### src/rtl/i2c_byte_transmitter.sv
// I2C byte transmitter: shifts one DATA_W-bit word onto SDA MSB first, one bit per SCL
// rising edge, then releases SDA for the ACK slot and reports the slave's ACK/NACK.
module i2c_byte_transmitter #(
  parameter int unsigned DATA_W = 8
) (
  input  logic              scl_in,
  input  logic              rst,
  input  logic              enable,
  input  logic              tx_valid,
  input  logic [DATA_W-1:0] tx_data,
  output logic              tx_ready,
  input  logic              sda_in,
  output logic              sda_out,
  output logic              sda_oe,
  output logic              busy,
  output logic              done,
  output logic              ack
);

  localparam int unsigned CntW = (DATA_W > 1) ? $clog2(DATA_W) : 1;

  typedef enum logic [1:0] {StIdle, StShift, StAck} state_e;

  state_e            state_q, state_d;
  logic [CntW-1:0]   cnt_q, cnt_d;
  logic [DATA_W-1:0] shreg_q, shreg_d;
  logic              sda_out_q, sda_out_d;
  logic              sda_oe_q, sda_oe_d;
  logic              busy_q, busy_d;
  logic              done_q, done_d;
  logic              ack_q, ack_d;

  assign tx_ready = (state_q == StIdle) && enable && !rst;

  // Next-state logic: accept, serialise, release for ACK, capture ACK, abort on !enable.
  always_comb begin
    state_d   = state_q;
    cnt_d     = cnt_q;
    shreg_d   = shreg_q;
    sda_out_d = sda_out_q;
    sda_oe_d  = sda_oe_q;
    busy_d    = busy_q;
    done_d    = 1'b0;
    ack_d     = ack_q;
    unique case (state_q)
      StIdle: begin
        sda_out_d = 1'b1;
        sda_oe_d  = 1'b0;
        busy_d    = 1'b0;
        if (tx_valid && tx_ready) begin
          shreg_d   = tx_data;
          sda_out_d = tx_data[DATA_W-1];
          sda_oe_d  = 1'b1;
          busy_d    = 1'b1;
          cnt_d     = CntW'(DATA_W - 1);
          state_d   = StShift;
        end
      end
      StShift: begin
        if (!enable) begin
          sda_out_d = 1'b1;
          sda_oe_d  = 1'b0;
          busy_d    = 1'b0;
          state_d   = StIdle;
        end else if (cnt_q != '0) begin
          // The bit on SDA is shreg_q[DATA_W-1]; the next one sits just below it.
          sda_out_d = shreg_q[DATA_W-2];
          shreg_d   = shreg_q << 1;
          cnt_d     = cnt_q - CntW'(1);
        end else begin
          // Last bit has been on SDA for a full cycle: hand the line to the slave.
          sda_out_d = 1'b1;
          sda_oe_d  = 1'b0;
          state_d   = StAck;
        end
      end
      StAck: begin
        sda_out_d = 1'b1;
        sda_oe_d  = 1'b0;
        busy_d    = 1'b0;
        state_d   = StIdle;
        if (enable) begin
          ack_d  = ~sda_in;
          done_d = 1'b1;
        end
      end
      default: begin
        sda_out_d = 1'b1;
        sda_oe_d  = 1'b0;
        busy_d    = 1'b0;
        state_d   = StIdle;
      end
    endcase
  end

  // State register with synchronous reset that overrides everything.
  always_ff @(posedge scl_in) begin
    if (rst) begin
      state_q   <= StIdle;
      cnt_q     <= '0;
      shreg_q   <= '0;
      sda_out_q <= 1'b1;
      sda_oe_q  <= 1'b0;
      busy_q    <= 1'b0;
      done_q    <= 1'b0;
      ack_q     <= 1'b0;
    end else begin
      state_q   <= state_d;
      cnt_q     <= cnt_d;
      shreg_q   <= shreg_d;
      sda_out_q <= sda_out_d;
      sda_oe_q  <= sda_oe_d;
      busy_q    <= busy_d;
      done_q    <= done_d;
      ack_q     <= ack_d;
    end
  end

  assign sda_out = sda_out_q;
  assign sda_oe  = sda_oe_q;
  assign busy    = busy_q;
  assign done    = done_q;
  assign ack     = ack_q;

endmodule

### config.mk
export PLATFORM = sky130hd
export DESIGN_NAME = i2c_byte_transmitter
export DESIGN_NICKNAME = d
export VERILOG_FILES = /design/src/rtl/i2c_byte_transmitter.sv
export SDC_FILE = /design/constraint.sdc
export NUM_CORES = 1
export LEC_CHECK = 0
export BUFFER_PORTS_ARGS = -buffer_cell sky130_fd_sc_hd__buf_2
export CAP_MARGIN = 5
export CORE_UTILIZATION = 49
export CTS_CLUSTER_SIZE = 10
export DETAILED_ROUTE_END_ITERATION = 6
export PLACE_DENSITY_LB_ADDON = 0.25
export SYNTH_ARGS = -nofsm -noshare
export SYNTH_HDL_FRONTEND = slang
export SYNTH_SLANG_ARGS = --single-unit
### constraint.sdc
create_clock -name scl_in -period 1.6 [get_ports scl_in]
set_input_delay 0.48 -clock scl_in [delete_from_list [all_inputs] [get_ports scl_in]]
set_output_delay 0.48 -clock scl_in [all_outputs]
set_load 0.03 [all_outputs]
==> flow_summary.ini <==
[logic_synthesis]
mappedNetlistArea_sq_um = 751
synth-seq-cells = 17
synth_nets = 97
synth_edf_count = 0
async_reset_ff_frac = 0
avgSynthCellArea_sq_um = 9.16
ys.flop_type = dfxtp_1
yosys.cell_types.count = 27
synth.top_cell.area_share = 0.453
netlist_top_cells_area = dfxtp_1 45%, a311oi_1 8.2%, nand2_1 7.0%
yosysWarnings = 0
syn_inst = 82
ys_seq_area_frac = 0.453
synth_top_cell_by_area = dfxtp_1

[finish]
finalInstanceArea_sq_um = 927
fin_nets = 123
final_util = 0.679
final_cell_mix = 17 x buf_2, 14 x nand2_1, 14 x dfxtp_1, 8 x nor2_1
synthToLayoutAreaGrowth_pct = 23.5
drive_gt1_frac = 0.336
finalNonFillerCells = 122
fill_cells = 117
final_common_cell = buf_2
antenna_cells = 0

[global_routing]
grt_max_degree = 16
grt_pass1_wl_mm = 2.26
overflow = 0
antenna_found_initial = 0
grt_use_total = 0.211
first_global_vias = 546

[routing]
wl_met3_microns = 93
finalWirelength_mm = 1.49
drt_pass1_iterations = 4
wl_met1_microns = 658
met2_length_microns = 710
routed.top_layer = met4
vias_per_cell = 5.43
drt-initial-drc-count = 16
drc_errors = 0
dr_total_vias = 663
ant_nets = 0
wire_per_inst_microns = 12.2

[critical_path]
arrival_ns = 1.11
slowest_delay_ns = 0.36
critPathCaptureType = primary output
cp_cell_sequence = nor4b_4 -> buf_6
worstReg2RegStart = cnt_q[0]
reg2reg_setup_slack_ns = 0.09
crit_required_ns = 1.12
crit_start = state_q[0]
slowest_stage = dfxtp_4
cp_max_fo = 2
rr_worst_depth = 7
worst-path-buf-inv = 1
crit_type = register to primary output
path_delay_family = flip-flops
worstSetupStartpointType = register
rr_endpoint = cnt_q[2]

[worst_hold_path]
whs_path_depth = 2
holdPathEnd = ack
hold_path.class = primary input to register
holdCritStartpoint = sda_in

[floorplanning]
die-area_sq_um = 1690
core-area_sq_um = 1370
die_w_microns = 41.1
die_h_microns = 41.1
pin_count = 19
initial_core_util = 0.549
rows = 13

[timing]
max_freq_ghz = 0.627
finalCriticalPeriod_ns = 1.59
tightest_slew_ns = 0.389
relSlewSlack = 0.741
fin_ws_ns = 0.00525
slew_viol_final = 0
fin_worst_skew_ns = 0.00111
rsz0062_at_grt = yes
setup_viol = 0
holdWs_ns = 0.360
hold_viol = 0
fin_crit_sh = 0.997

[placement]
place_ws_ns = -0.0779
place_inst = 115
placed_cell_area_sq_um = 862
hpwlAfterDp_mm = 1.03
io_buffers = 18
gp_congestion = 0.667

[clock_tree]
clk_path_buf_depth = 2
clock_latency_ns = 0.29
h-tree-depth = 1
clkSlewWorstSetupHoldPaths_ns = 0.09
clock-root-buffer = clkbuf_4
numCtsBuffers = 3
cts_hold_buf = 0
cts.sink_count = 17
cts_tree = yes

[run]
maxCapViolations = 0

[outcome]
run_status = completed

[power]
power.leakage_nw = 0.393
peakVddDrop_mv = 0.501
power.density_nw_per_um2 = 862
==> logic make-up (layout without fill, tap and decap cells) <==
kind of cell	Yosys count	in the layout	share of synthesized area
AO/OA/AOI/OAI	17	17	0.177
adder cells (fa/ha/maj)	2	2	0.0333
buffers and inverters	8	33	0.0683
flip-flops	17	17	0.453
multiplexers	1	1	0.0133
AND/OR/NAND/NOR	37	37	0.255
==> where the power goes <==
group / total [mW] / switching [mW] / leakage, nW / internal [mW]
combinational: 0.121 / 0.0630 / 0.237 / 0.0576
sequential: 0.451 / 0.0106 / 0.140 / 0.440
clock: 0.228 / 0.131 / 0.0150 / 0.0970
==> per-stage QoR <==
step | total power, mW | TNS, ns
CTS | 0.795 | -0.0253
global route | 0.838 | -0.0384
finish | 0.799 | 0
floorplan | 0.534 | -0.723
detailed placement | 0.570 | -0.362
global placement | 0.566 | -0.280
==> worst max-delay path by stage <==
stage               cells after the start  slack [ns]         end
floorplan                               6       -0.09    cnt_q[0]
global placement                        6       -0.05  shreg_q[5]
detailed placement                      6       -0.08  shreg_q[1]
CTS                                     2       -0.03    tx_ready
global route                            2       -0.04    tx_ready
finish                                  2       0.005    tx_ready
==> registers in the layout, indices dropped and copies added (netlist names) <==
name / flops
sda_oe: 1
done: 1
state_q: 2
cnt_q: 3
busy: 1
sda_out: 1
shreg_q: 7
ack: 1
==> layer usage <==
| metal | up-vias | GRT usage |
|---|---|---|
| met4 | 0 | 0.137 |
| met5 | - | 0 |
| met3 | 5 | 0.0543 |
| met2 | 20 | 0.344 |
| met1 | 300 | 0.242 |
| li1 | 338 | - |
==> Yosys cell counts (all sizes together), types with 2 or more instances <==
master,n
nor3,2
nand3,3
a211oi,2
nand2,14
dfxtp,17
nor2,9
a311oi,7
inv,3
buf,4
ha,2
nand2b,4
a21oi,4
==> what timing repair did <==
action                                  4_1_cts  5_1_grt
endpoints found under the hold margin         0        0
setup buffers                                 2        1
resized for setup                             3        4
pin swaps                                     1        1
endpoints found under the setup margin        1        9
==> final cells by class <==
class | count | area (sq um) | area share
multi-input cells | 57 | 364 | 0.393
flip-flops and latches | 17 | 347 | 0.374
repair buffers | 26 | 160 | 0.173
clock buffers | 4 | 26.3 | 0.0283
well taps | 15 | 18.8 | 0.0202
inverters | 3 | 11.3 | 0.0121
Power figures use the tool's default switching activity.
